## config.mk

```make
export PLATFORM = sky130hd
export DESIGN_NAME = ps2_key_decoder
export DESIGN_NICKNAME = d
export VERILOG_FILES = /design/src/rtl/ps2_key_pkg.sv /design/src/rtl/ps2_key_decoder_fifo.sv /design/src/rtl/ps2_key_decoder.sv
export SDC_FILE = /design/constraint.sdc
export NUM_CORES = 1
export LEC_CHECK = 0
export ABC_AREA = 1
export CORE_UTILIZATION = 58
export DETAILED_ROUTE_END_ITERATION = 10
export PLACE_DENSITY = 0.87
export REMOVE_ABC_BUFFERS = 1
export SLEW_MARGIN = 40
export SYNTH_ARGS = -nofsm -noshare
export SYNTH_HDL_FRONTEND = slang
export SYNTH_SLANG_ARGS = --single-unit
export TNS_END_PERCENT = 30
```

## constraint.sdc

```tcl
create_clock -name CLK -period 2.6 [get_ports CLK]
set_input_delay 0.26 -clock CLK [delete_from_list [all_inputs] [get_ports CLK]]
set_output_delay 0.26 -clock CLK [all_outputs]
set_load 0.03 [all_outputs]
```

## src/rtl/ps2_key_pkg.sv

```systemverilog
// ----------------------------------------------------------------------------
// ps2_key_pkg
//   Shared definitions for the PS/2 keypad decoder path:
//     - scan-code constants (E0 extended prefix, F0 break prefix, keypad codes)
//     - key_tok_t      : 4-bit key token delivered to the calculator side
//     - dec_state_t    : prefix-tracking FSM state
//     - key_map_t      : {hit, tok} result of a scan-byte lookup
//     - map_scan()     : scan byte -> {hit, token}
// ----------------------------------------------------------------------------
package ps2_key_pkg;

    localparam logic [7:0] SC_E0   = 8'hE0;
    localparam logic [7:0] SC_F0   = 8'hF0;

    localparam logic [7:0] SC_KP0  = 8'h70;
    localparam logic [7:0] SC_KP1  = 8'h69;
    localparam logic [7:0] SC_KP2  = 8'h72;
    localparam logic [7:0] SC_KP3  = 8'h7A;
    localparam logic [7:0] SC_KP4  = 8'h6B;
    localparam logic [7:0] SC_KP5  = 8'h73;
    localparam logic [7:0] SC_KP6  = 8'h74;
    localparam logic [7:0] SC_KP7  = 8'h6C;
    localparam logic [7:0] SC_KP8  = 8'h75;
    localparam logic [7:0] SC_KP9  = 8'h7D;
    localparam logic [7:0] SC_KP10 = 8'h79;
    localparam logic [7:0] SC_KP11 = 8'h7B;
    localparam logic [7:0] SC_KP12 = 8'h7C;
    localparam logic [7:0] SC_KP13 = 8'h4A;
    localparam logic [7:0] SC_KP14 = 8'h5A;
    localparam logic [7:0] SC_KP15 = 8'h76;

    typedef logic [3:0] key_tok_t;

    typedef enum logic [1:0] {
        ST_IDLE    = 2'd0,
        ST_EXT     = 2'd1,
        ST_BRK     = 2'd2,
        ST_EXT_BRK = 2'd3
    } dec_state_t;

    typedef struct packed {
        logic     hit;
        key_tok_t tok;
    } key_map_t;

    function automatic key_map_t map_scan(input logic [7:0] code);
        key_map_t m;
        m.hit = 1'b1;
        m.tok = '0;
        case (code)
            SC_KP0:  m.tok = 4'd0;
            SC_KP1:  m.tok = 4'd1;
            SC_KP2:  m.tok = 4'd2;
            SC_KP3:  m.tok = 4'd3;
            SC_KP4:  m.tok = 4'd4;
            SC_KP5:  m.tok = 4'd5;
            SC_KP6:  m.tok = 4'd6;
            SC_KP7:  m.tok = 4'd7;
            SC_KP8:  m.tok = 4'd8;
            SC_KP9:  m.tok = 4'd9;
            SC_KP10: m.tok = 4'd10;
            SC_KP11: m.tok = 4'd11;
            SC_KP12: m.tok = 4'd12;
            SC_KP13: m.tok = 4'd13;
            SC_KP14: m.tok = 4'd14;
            SC_KP15: m.tok = 4'd15;
            default: m.hit = 1'b0;
        endcase
        return m;
    endfunction

endpackage

```

## src/rtl/ps2_key_decoder_fifo.sv

```systemverilog
// ----------------------------------------------------------------------------
// key_fifo
//   First-word-fall-through token FIFO with occupancy count and sticky
//   overflow flag. Occupancy is a separate counter (0..DEPTH); pointers wrap
//   modulo DEPTH.
//   Parameters:
//     DEPTH        entries, power of two, 2..16
//   Ports:
//     clk_i        system clock
//     rst_ni       asynchronous active-low reset
//     push_i       write push_data_i (dropped if full without a same-cycle pop)
//     push_data_i  token to write
//     pop_i        consumer ready; a pop happens only while valid_o=1
//     valid_o      FIFO non-empty
//     data_o       head entry (stale value when empty)
//     count_o      current occupancy
//     overflow_o   sticky: a push was dropped on full
// ----------------------------------------------------------------------------
module key_fifo
    import ps2_key_pkg::*;
#(
    parameter int unsigned DEPTH = 8
) (
    input  logic                     clk_i,
    input  logic                     rst_ni,
    input  logic                     push_i,
    input  key_tok_t                 push_data_i,
    input  logic                     pop_i,
    output logic                     valid_o,
    output key_tok_t                 data_o,
    output logic [$clog2(DEPTH):0]   count_o,
    output logic                     overflow_o
);

    localparam int unsigned AW = $clog2(DEPTH);
    localparam logic [AW:0] FULL_CNT = (AW+1)'(DEPTH);

    key_tok_t       mem_q [DEPTH];
    logic [AW-1:0]  wr_ptr_q;
    logic [AW-1:0]  rd_ptr_q;
    logic [AW:0]    count_q;
    logic           ovf_q;

    logic           full;
    logic           do_pop;
    logic           do_push;
    logic           drop;

    always_comb begin
        full    = (count_q == FULL_CNT);
        do_pop  = pop_i && (count_q != '0);
        // A pop in the same cycle frees the slot, so a full FIFO still accepts.
        do_push = push_i && (!full || do_pop);
        drop    = push_i && full && !do_pop;
    end

    always_ff @(posedge clk_i or negedge rst_ni) begin
        if (!rst_ni) begin
            for (int unsigned i = 0; i < DEPTH; i++) begin
                mem_q[i] <= '0;
            end
            wr_ptr_q <= '0;
            rd_ptr_q <= '0;
            count_q  <= '0;
            ovf_q    <= 1'b0;
        end else begin
            if (do_push) begin
                mem_q[wr_ptr_q] <= push_data_i;
                wr_ptr_q        <= wr_ptr_q + 1'b1;
            end
            if (do_pop) begin
                rd_ptr_q <= rd_ptr_q + 1'b1;
            end
            case ({do_push, do_pop})
                2'b10:   count_q <= count_q + 1'b1;
                2'b01:   count_q <= count_q - 1'b1;
                default: count_q <= count_q;
            endcase
            if (drop) begin
                ovf_q <= 1'b1;
            end
        end
    end

    assign valid_o    = (count_q != '0);
    assign data_o     = mem_q[rd_ptr_q];
    assign count_o    = count_q;
    assign overflow_o = ovf_q;

endmodule

```

## src/rtl/ps2_key_decoder.sv

```systemverilog
// ----------------------------------------------------------------------------
// ps2_key_decoder
//   Consumes validated PS/2 scan bytes, tracks E0/F0 prefixes, maps keypad
//   make codes to 4-bit tokens and buffers them in key_fifo for the
//   calculator side (valid/ready drain).
//   Optional feature macro: KEY_REPEAT_FILTER_EN
//     defined   -> typematic repeats of the held key are suppressed until its
//                  break code (or a scan error) is seen
//     undefined -> every make pushes a token
//   Parameters:
//     DEPTH       FIFO entries, power of two, 2..16
//   Ports:
//     CLK         system clock
//     RST_N       asynchronous active-low reset
//     SCAN_VALID  one-cycle strobe qualifying SCAN_CODE/SCAN_ERR
//     SCAN_CODE   received scan byte
//     SCAN_ERR    parity/framing error on this byte
//     KEY_VALID   FIFO non-empty
//     KEY_CODE    head token (first-word-fall-through)
//     KEY_READY   consumer accepts head when KEY_VALID=1
//     KEY_COUNT   FIFO occupancy
//     OVERFLOW    sticky: a token was dropped on full
// ----------------------------------------------------------------------------
module ps2_key_decoder
    import ps2_key_pkg::*;
#(
    parameter int unsigned DEPTH = 8
) (
    input  logic                     CLK,
    input  logic                     RST_N,
    input  logic                     SCAN_VALID,
    input  logic [7:0]               SCAN_CODE,
    input  logic                     SCAN_ERR,
    output logic                     KEY_VALID,
    output logic [3:0]               KEY_CODE,
    input  logic                     KEY_READY,
    output logic [$clog2(DEPTH):0]   KEY_COUNT,
    output logic                     OVERFLOW
);

    dec_state_t state_q;
    logic       push_q;
    key_tok_t   tok_q;

    key_map_t   map;
    logic       ext_hit;
    logic       good_byte;
    logic       make_en;
    logic       brk_match;
    logic       suppress;

`ifdef KEY_REPEAT_FILTER_EN
    key_tok_t   hold_tok_q;
    logic       hold_vld_q;
`endif

    always_comb begin
        map       = map_scan(SCAN_CODE);
        // Only the keypad '/' and Enter are meaningful after E0; arrows and
        // other extended keys share codes with digits and must not map.
        ext_hit   = (SCAN_CODE == SC_KP13) || (SCAN_CODE == SC_KP14);
        good_byte = SCAN_VALID && !SCAN_ERR;
        make_en   = good_byte &&
                    (((state_q == ST_IDLE) && map.hit) ||
                     ((state_q == ST_EXT)  && ext_hit));
        brk_match = good_byte &&
                    (((state_q == ST_BRK)     && map.hit) ||
                     ((state_q == ST_EXT_BRK) && ext_hit));
`ifdef KEY_REPEAT_FILTER_EN
        suppress  = hold_vld_q && (map.tok == hold_tok_q);
`else
        suppress  = 1'b0;
`endif
    end

    // Decode stage: the push request and token are registered here and the
    // FIFO writes them on the following edge.
    always_ff @(posedge CLK or negedge RST_N) begin
        if (!RST_N) begin
            state_q    <= ST_IDLE;
            push_q     <= 1'b0;
            tok_q      <= '0;
`ifdef KEY_REPEAT_FILTER_EN
            hold_tok_q <= '0;
            hold_vld_q <= 1'b0;
`endif
        end else begin
            push_q <= 1'b0;

            if (SCAN_VALID) begin
                if (SCAN_ERR) begin
                    state_q <= ST_IDLE;
                end else begin
                    case (state_q)
                        ST_IDLE: begin
                            if (SCAN_CODE == SC_E0)      state_q <= ST_EXT;
                            else if (SCAN_CODE == SC_F0) state_q <= ST_BRK;
                            else                         state_q <= ST_IDLE;
                        end
                        ST_EXT: begin
                            if (SCAN_CODE == SC_F0) state_q <= ST_EXT_BRK;
                            else                    state_q <= ST_IDLE;
                        end
                        ST_BRK:     state_q <= ST_IDLE;
                        ST_EXT_BRK: state_q <= ST_IDLE;
                        default:    state_q <= ST_IDLE;
                    endcase
                end
            end

            if (make_en && !suppress) begin
                push_q <= 1'b1;
                tok_q  <= map.tok;
            end

`ifdef KEY_REPEAT_FILTER_EN
            if (SCAN_VALID && SCAN_ERR) begin
                hold_vld_q <= 1'b0;
            end else if (make_en && !suppress) begin
                hold_tok_q <= map.tok;
                hold_vld_q <= 1'b1;
            end else if (brk_match && (map.tok == hold_tok_q)) begin
                hold_vld_q <= 1'b0;
            end
`else
            if (brk_match) begin
                // Break codes never push; nothing to track without the filter.
            end
`endif
        end
    end

    key_fifo #(
        .DEPTH (DEPTH)
    ) u_fifo (
        .clk_i       (CLK),
        .rst_ni      (RST_N),
        .push_i      (push_q),
        .push_data_i (tok_q),
        .pop_i       (KEY_READY),
        .valid_o     (KEY_VALID),
        .data_o      (KEY_CODE),
        .count_o     (KEY_COUNT),
        .overflow_o  (OVERFLOW)
    );

endmodule
```

==> impl_results.md, run 1 <==
* Initial DRC count at 229
* Unrepaired setup endpoints after global routing: false
* Area of the multi-input gates at ~1300 sq um
* Syn avg cell area at 7.946 sq um
* Nets at approximately 390
* Via Count at roughly 2.4k
* Max cap viols at 0
* RR Startpoint: u_fifo.count_o[1]
* Cell area after layout at roughly 3100 sq um
* DP Area at 2997 sq um
* Clock transition at the registers of the reported paths at 0.10 ns
* CTS Buffer Depth at 2
* Commonest non-fill, non-tap cells in the layout: nand2_1, dfrtp_1, nor2_1
* CTS root buf: clkbuf_8
* FF-to-FF path depth at 11
* Sequential fraction of the synthesis area at 0.4604
* Synth Warn # at 0
* Ant. Diodes at 0
* Outcome: complete, no violations
* PwrDens at about 860 nW/um^2
* GRT overflow at 0
* Register area at about 1300 sq um
* DRT Pass-1 Iters at 5
* Clock skew at ~0.012 ns
* Routed WL per cell at ~14 um
* Vias per cell at 5.638
* Leading cell type in the layout, fill and taps excluded: nand2_1
* Dpl ws at about 0.26 ns
* Layout fillers at approximately 350
* Total clock sinks at 50
* Tightest Hold Check Type: in -> async
* Fmax achieved at about 400 MHz
* Seq cells post-synth at 50
* Reg2Reg Capture Point: u_fifo.count_o[2]
* First-pass GRT wire length at 10,480 um
* Detailed Route WL at about 6000 um
* Cells after Synth at between 300 and 400
* Starting density of the core at 0.6156
* Unique masters post-synth at 30
* Crit path from: u_fifo.rd_ptr_q[0]
* Static Leak at between 1.5 and 2 nW
* Core box area at roughly 4400 sq um
* Critical Path RT at between 2 and 2.5 ns
* Layout cell share with drive strength beyond 1 at 0.1159
* Die H at 70.45 um
* Final worst slack at 0.1243 ns
* Hold Fails Final Rpt at 0
* Routability Congestion at approximately 0.84
* Full die area at between 4000 and 5000 sq um
* Floorplan row count at 24
* Post CTS Setup Buffer Count at 0
* Crit Path Max Fanout at 15
* Post-route ant nets at 0
* Final slew viol count at 0
* DPL Wire Length at 4233 um
* Port bufs at 22
* Final setup fails at 0
* Non-Filler Instances at approximately 420
* Vias in the first global route at between 2k and 2.5k
* Clock Latency Late Sink at 0.31 ns
* Initial antenna violation count at 0
* I/O pin count at 23
* All-layer global routing usage at 0.2685
* Min Tclk post-route at between 2 and 2.5 ns
* Post-route DRC at 0
* Area grow syn2layout at 15.15%
* CTS tree: built
* Dpl cells at 414
* CTS Buf Count at 5
* VDD IR max at roughly 0.39 mV
* R2r setup slk at approximately 0.4 ns
* Fin crit share at 0.9522
* CP startpoint kind: flop
* Die span in x at between 70 and 80 um
* Setup_tns at 0 ns
* Critical path type: reg -> out
* Arr. time, crit path at roughly 2.2 ns
* Largest net degree at the start of global routing at 33
* CTS H-tree depth at 2
* Mapped cell area at 2718 sq um
* Crit end category: output pin
* Worst relative slew slack at 0.7002
* Pwr Total at 2.682 mW
* Worst slew pin tran at 0.4496 ns
routing by layer:
metal  routed length, um  vias up  track usage  part of all wire
met5                   0        -            0                 0
met4                 105        0       0.1089             0.018
met2                2954       84       0.4296              0.50
li1                    -     1163            -                 -
met3                 294        9      0.04618             0.050
met1                2567     1129       0.3616              0.43
Yosys cell counts, drive strengths merged:
library cell	number	area share
a21oi	5	0.0092
buf	3	0.0055
clkbuf	2	0.0032
clkinv	1	0.0014
dfrtp	50	0.46
ha	5	0.023
inv	30	0.041
nand2	104	0.16
nand3	21	0.052
nand4	3	0.0069
nor2	53	0.095
nor3	1	0.0018
o21a	1	0.0028
o21ai	44	0.081
o21bai	1	0.0028
o22ai	2	0.0046
o31ai	1	0.0028
o32ai	8	0.026
xnor2	2	0.0064
xor2	5	0.016
report_power, final:
group          internal [mW]  switching (mW)
Sequential             0.864           0.139
Combinational          0.431           0.663
Clock                  0.317           0.268
critical path, cell delays in order (launching register included):
cell and delay [ns]:
dfrtp_1 0.42, clkinv_1 0.08, buf_4 0.21, nor2_1 0.07, o32ai_1 0.30, nand2_1 0.09
nand2_1 0.08, clkdlybuf4s50_1 0.66
kinds of logic after synthesis:
family	Yosys count	share of synthesized area
and+or+nand+nor	182	0.3135
buffers and inverters	36	0.05156
AOI/OAI and AO/OA	62	0.1289
xor gates and xnor gates	7	0.02256
DFF	50	0.4604
adders and majority gates	5	0.02302
state kept, by name, indices dropped and copies added, names as in the netlist:
| register | count |
|---|---|
| u_fifo.overflow_o | 1 |
| state_q | 2 |
| u_fifo.wr_ptr_q | 3 |
| push_q | 1 |
| u_fifo.rd_ptr_q | 3 |
| tok_q | 4 |
| u_fifo.count_o | 4 |
| u_fifo.mem_q | 32 |
layout make-up:
| type | count | share of cell area |
|---|---|---|
| inverter | 31 | 0.03719 |
| tap | 52 | 0.02079 |
| clock inverter | 2 | 0.01240 |
| multi-input combinational | 256 | 0.4238 |
| timing repair buffer | 26 | 0.07917 |
| sequential | 50 | 0.4002 |
| clock buffer | 6 | 0.02639 |
worst max-delay path by stage:
stage	cells after the start	to
after floorplan	11	u_fifo.count_o[2]
after global placement	11	u_fifo.count_o[2]
after detailed placement	11	u_fifo.count_o[2]
after CTS	5	KEY_CODE[0]
after global routing	7	KEY_CODE[0]
final	7	KEY_CODE[0]
per-stage QoR:
stage               hold slack [ns]  utilization
floorplan                  -0.03559            -
global placement             0.2109       0.6789
detailed placement           0.2208       0.6789
CTS                          0.4227       0.7086
global route                 0.4413       0.7089
finish                       0.4170       0.7089
what timing repair did:
| action | 4_1_cts | 5_1_grt |
|---|---|---|
| endpoints found under the hold margin | 18 | 0 |
| resized for setup | 0 | 1 |
| hold buffers | 1 | 0 |
| setup endpoints to repair | 0 | 1 |
(Power assumes the default switching activity.)
==> inputs of run 2 (changes only) <==
--- a/config.mk
+++ b/config.mk
@@ -8,7 +8,7 @@
 export ABC_AREA = 1
 export CORE_UTILIZATION = 58
 export DETAILED_ROUTE_END_ITERATION = 10
-export PLACE_DENSITY = 0.87
+export PLACE_DENSITY = 0.89
 export REMOVE_ABC_BUFFERS = 1
 export SLEW_MARGIN = 40
 export SYNTH_ARGS = -nofsm -noshare
==> run 2 against run 1 <==
Total power down 4.7%; non-clock buffer count unchanged; sequential share of layout area grew 0.15 points; worst setup slack gained 0.29 ns; global-route usage is 1.6 points lower; fmax increased by 13%; sequential power barely moved; die area unchanged; routed wire length is 3.5% lower.
==> impl_results.md, run 2 (same netlist as run 1, synthesis figures left out) <==
* Outcome: complete, no violations
* Die H at around 70 um
* Worst slew pin tran at about 0.53 ns
* RR Startpoint: u_fifo.count_o[1]
* CTS H-tree depth at 2
* I/O pin count at 23
* Critical Path RT at approximately 2.8 ns
* Cell area after layout at between 3000 and 4000 sq um
* FF-to-FF path depth at 11
* CP max stage delay at 0.47 ns
* Clock group share of total power at 0.191
* Port bufs at 22
* First-pass GRT wire length at roughly 10000 um
* Core Util, Final at 0.7055
* Post-route DRC at 0
* Worst path slowest cell: dfrtp_1
* Clock Latency Late Sink at 0.31 ns
* Leading cell type in the layout, fill and taps excluded: nand2_1
* Max cap viols at 0
* Reg2Reg Capture Point: u_fifo.count_o[2]
* Final setup fails at 0
* Routed WL per cell at about 14 um
* Most flops, register: u_fifo.mem_q
* Unrepaired setup endpoints after global routing: false
* Full die area at 4963 sq um
* DRT Pass-1 Iters at 5
* Sw frac at 0.4194
* CTS tree: built
* Max FFs per register at 32
* M1 WL at ~2500 um
* CTS root buf: clkbuf_8
* CP startpoint kind: flop
* Starting density of the core at 0.6156
* Hold Fails Final Rpt at 0
* Crit Path Max Fanout at 6
* Tightest Hold Check Type: in -> async
* R2r setup slk at 0.41 ns
* Nets at 388
* Seq pwr share at 0.397
* GRT overflow at 0
* Clock transition at the registers of the reported paths at 0.10 ns
* Worst relative slew slack at 0.6492
* Post-route ant nets at 0
* Detailed Route WL at between 5000 and 6000 um
* DPL Wire Length at 4123 um
* WL met2 at 2833 um
* Initial DRC count at roughly 160
* Initial antenna violation count at 0
* Vias in the first global route at roughly 2.3k
* Psw at between 1 and 1.5 mW
* DP Area at 2997 sq um
* Via Count at 2,415
* PwrDens at roughly 820 nW/um^2
* Die span in x at about 70 um
* Uppermost routed layer: met4
* Floorplan row count at 24
* Critical path type: reg -> reg
* Min Tclk post-route at about 2.2 ns
* Crit path from: u_fifo.count_o[1]
* Routability Congestion at approximately 0.83
* Core box area at 4414 sq um
* Crit end category: flop
* DR WL met3 at 246 um
* CTS Buffer Depth at 2
* Commonest non-fill, non-tap cells in the layout: nand2_1, dfrtp_1, nor2_1
* Area grow syn2layout at 14.59%
* Comb pwr share at 0.412
* CTS Buf Count at 5
* Final slew viol count at 0
* Clock skew at 0.008955 ns
* VDD IR max at around 0.34 mV
* Largest net degree at the start of global routing at 33
* Vias per cell at roughly 5.7
* Post CTS Setup Buffer Count at 0
* All-layer global routing usage at 0.2525
* Crit-path cells: nor2_1 > nand3_1 > nand2_1 > inv_1 > ha_1 > xor2_1 > ha_1 > a21oi_1 > a21oi_1 > o21ai_0 > o21a_1
* Ant. Diodes at 0
* Fin crit share at 0.8421
* Arr. time, crit path at roughly 2.4 ns
* Setup_tns at 0 ns
* Static Leak at between 1.5 and 2 nW
* Pint at roughly 1.5 mW
* Fmax achieved at around 460 MHz
* Total clock sinks at 50
* Layout cell share with drive strength beyond 1 at 0.1132
run 2: cell type report:
class	count	area (sq um)
sequential	50	1251
clock inverter	3	28.78
tap	52	65.06
clock buffer	5	68.82
inverter	31	116.4
multi-input combinational	256	1326
fill	343	1300
timing repair buffer	26	257.7
run 2: worst max path at each step:
stage	slack, ns	endpoint	depth (start not counted)
6_report	0.41	u_fifo.count_o[2]	11
3_3_place_gp	0.38	u_fifo.count_o[2]	11
4_1_cts	0.08	KEY_CODE[3]	7
2_1_floorplan	0.19	u_fifo.count_o[2]	11
3_5_place_dp	0.29	u_fifo.count_o[2]	11
5_1_grt	0.17	u_fifo.count_o[2]	11
run 2: routing by layer:
metal	global-route usage	vias to the layer above
li1	-	1172
met1	0.3171	1145
met2	0.4190	87
met3	0.04473	11
met4	0.1222	0
met5	0	-
run 2: worst max-delay path: cells and delay by family, from the launching register on:
| family | cells | cell delay, ns |
|---|---|---|
| xor gates and xnor gates | 1 | 0.25 |
| AOI/OAI and AO/OA | 4 | 0.39 |
| and+or+nand+nor | 3 | 0.45 |
| buffers and inverters | 1 | 0.12 |
| DFF | 1 | 0.47 |
| adders and majority gates | 2 | 0.43 |
run 2: what timing repair did:
action                                 CTS  global route
endpoints found under the hold margin   18             0
hold buffers                             1             0
setup endpoints to repair                0             4
resized for setup                        0             4
run 2: power by group through the flow:
stage / Clock, mW / Combinational [mW] / Sequential (mW)
CTS: 0.493 / 1.07 / 1.01
global placement: 0 / 1.02 / 1.02
finish: 0.488 / 1.05 / 1.01
global route: 0.521 / 1.18 / 1.03
floorplan: 0 / 0.632 / 1.07
detailed placement: 0 / 1.05 / 1.02
run 2: stage by stage:
| step | power, mW | hold slack, ns | setup slack (ns) | instances |
|---|---|---|---|---|
| 2_1_floorplan | 1.698 | -0.03559 | 0.1871 | 337 |
| 3_3_place_gp | 2.042 | 0.2115 | 0.3783 | 414 |
| 3_5_place_dp | 2.077 | 0.2160 | 0.2907 | 414 |
| 4_1_cts | 2.567 | 0.4104 | 0.07535 | 423 |
| 5_1_grt | 2.728 | 0.4360 | 0.1712 | 423 |
| 6_report | 2.557 | 0.4077 | 0.4105 | 423 |
==> inputs of run 3 (changes only) <==
--- a/config.mk
+++ b/config.mk
@@ -6,9 +6,9 @@
 export NUM_CORES = 1
 export LEC_CHECK = 0
 export ABC_AREA = 1
-export CORE_UTILIZATION = 58
+export CORE_UTILIZATION = 52
 export DETAILED_ROUTE_END_ITERATION = 10
-export PLACE_DENSITY = 0.89
+export PLACE_DENSITY = 0.85
 export REMOVE_ABC_BUFFERS = 1
 export SLEW_MARGIN = 40
 export SYNTH_ARGS = -nofsm -noshare
==> constraint.sdc (replaced) <==
create_clock -name CLK -period 2 [get_ports CLK]
set_input_delay 0.2 -clock CLK [delete_from_list [all_inputs] [get_ports CLK]]
set_output_delay 0.2 -clock CLK [all_outputs]
set_load 0.03 [all_outputs]
==> run 3 against run 2 <==
Routed wire length grew 0.19%; largest cell class unchanged; highest routed layer unchanged; largest power group unchanged; first-iteration DRC count grew 66%; critical path depth is the same; global-route usage shrank 2.0 points; sequential cell count is the same; critical path type unchanged; fmax grew 16%; sequential share of layout area shrank 0.98 points; sequential power grew 26%; worst setup slack lost 0.29 ns.
==> impl_results.md, run 3 (same netlist as run 1, synthesis figures left out) <==
* Leading cell type in the layout, fill and taps excluded: nand2_1
* Fmax achieved at approximately 530 MHz
* CTS root buf: clkbuf_8
* DP Area at approximately 3000 sq um
* Die span in x at approximately 74 um
* Crit-path cells: nor2_2 > nand3_1 > nand2_1 > inv_1 > ha_1 > xor2_2 > ha_1 > a21oi_2 > a21oi_1 > o21ai_0 > o21a_1
* CTS tree: built
* Worst relative slew slack at 0.6416
* Pint at between 1.5 and 2 mW
* DRT Pass-1 Iters at 4
* Ant. Diodes at 0
* First-pass GRT wire length at approximately 9700 um
* Commonest non-fill, non-tap cells in the layout: nand2_1, dfrtp_1, nor2_1
* Routed WL per cell at approximately 13 um
* Min Tclk post-route at approximately 1.9 ns
* Total clock sinks at 50
* Post-route DRC at 0
* Most flops, register: u_fifo.mem_q
* Initial antenna violation count at 0
* CP max stage delay at around 0.41 ns
* Tightest Hold Check Type: in -> async
* Comb pwr share at 0.440
* Worst slew pin tran at 0.5376 ns
* Crit Path Max Fanout at 3
* Final slew viol count at 0
* GRT overflow at 0
* CTS Buffer Depth at 2
* Max cap viols at 0
* Unrepaired setup endpoints after global routing: true
* All-layer global routing usage at 0.2329
* Clock group share of total power at 0.182
* Vias in the first global route at around 2.2k
* Largest net degree at the start of global routing at 29
* Arr. time, crit path at about 2.1 ns
* Initial DRC count at 261
* Final worst slack at 0.1181 ns
* Starting density of the core at 0.5569
* I/O pin count at 23
* Psw at ~1.4 mW
* Detailed Route WL at around 5700 um
* Max FFs per register at 32
* Area of the multi-input gates at roughly 1300 sq um
* Critical Path RT at around 2.2 ns
* Most frequent CP cell: ha_1
* Hold Slack at 0.3988 ns
* Critical path type: reg -> reg
* CTS Buf Count at 5
* CP startpoint kind: flop
* Routability Congestion at 0.8185
* Seq pwr share at 0.378
* DPL Wire Length at 4222 um
* Nets at about 400
* Vias per cell at about 5.3
* Clock Latency Late Sink at around 0.31 ns
* Clock skew at between 0.01 and 0.015 ns
* Core box area at approximately 4900 sq um
* VDD IR max at about 0.53 mV
* Full die area at about 5500 sq um
* Port bufs at 22
* Final setup fails at 0
* Area grow syn2layout at 17.59%
* Core Util, Final at 0.6549
* Cell area after layout at 3196 sq um
* Layout fillers at 412
* Worst path slowest cell: dfrtp_1
* Static Leak at ~1.6 nW
* Via Count at 2,354
* Clock transition at the registers of the reported paths at 0.08 ns
* RR Startpoint: u_fifo.count_o[1]
* Floorplan row count at 25
* PwrDens at between 1000 and 1500 nW/um^2
* Reg2Reg Capture Point: u_fifo.count_o[2]
* Dpl ws at -0.04427 ns
* Layout cell share with drive strength beyond 1 at 0.1508
* Hold Fails Final Rpt at 0
* Outcome: complete, no violations
* CTS H-tree depth at 2
* FF-to-FF path depth at 11
* Crit end category: flop
* Fin crit share at 0.9409
* Post CTS Setup Buffer Count at 0
* Register area at ~1300 sq um
* Post-route ant nets at 0
* R2r setup slk at 0.12 ns
* Sw frac at 0.4092
* Die H at 74.29 um
run 3: critical path, delay by kind of cell, from the launching register on:
kind            cells  cell delay [ns]
simple gates        3             0.35
fa+ha+maj           2             0.41
xor+xnor            1             0.18
flops               1             0.41
buf+inv             1             0.06
compound gates      4             0.37
run 3: power groups by stage:
stage / Combinational, mW / Clock [mW] / Sequential [mW]
global route: 1.65 / 0.662 / 1.29
detailed placement: 1.50 / 0 / 1.28
CTS: 1.48 / 0.621 / 1.27
floorplan: 0.821 / 0 / 1.39
global placement: 1.47 / 0 / 1.27
finish: 1.48 / 0.614 / 1.27
run 3: what timing repair did:
| action | CTS | global route |
|---|---|---|
| hold buffers | 1 | 0 |
| setup endpoints to repair | 3 | 5 |
| endpoints found under the hold margin | 22 | 0 |
| cloned | 0 | 0 |
| pin swaps | 0 | 1 |
| gates resized for setup | 4 | 9 |
run 3: area by class of cell:
type | count | share of cell area
multi-input cells | 256 | 0.4193
flip-flops and latches | 50 | 0.3919
clock buffers | 6 | 0.02584
well taps | 67 | 0.02623
clock inverters | 2 | 0.003915
inverters | 31 | 0.03641
repair buffers | 33 | 0.09632
run 3: how the worst max path moves through the flow:
stage | start | to | cells after the start | slack, ns
2_1_floorplan | u_fifo.count_o[1] | u_fifo.count_o[2] | 11 | -0.41
3_3_place_gp | KEY_READY | u_fifo.count_o[2] | 11 | 0.01
3_5_place_dp | KEY_READY | u_fifo.count_o[2] | 11 | -0.04
4_1_cts | u_fifo.rd_ptr_q[0] | KEY_CODE[3] | 6 | 0.008
5_1_grt | u_fifo.count_o[1] | u_fifo.count_o[2] | 11 | -0.05
6_report | u_fifo.count_o[1] | u_fifo.count_o[2] | 11 | 0.12
run 3: metrics by stage:
step | power, mW | TNS (ns) | std cells
floorplan | 2.208 | -0.9048 | 337
global placement | 2.746 | 0 | 436
detailed placement | 2.782 | -0.04427 | 436
CTS | 3.364 | 0 | 445
global route | 3.600 | -0.05991 | 445
finish | 3.370 | 0 | 445
run 3: layer usage:
| layer | share of wire | GRT usage |
|---|---|---|
| met1 | 0.45 | 0.3108 |
| met2 | 0.49 | 0.3818 |
| met3 | 0.045 | 0.05014 |
| met4 | 0.012 | 0.07338 |
| met5 | 0 | 0 |
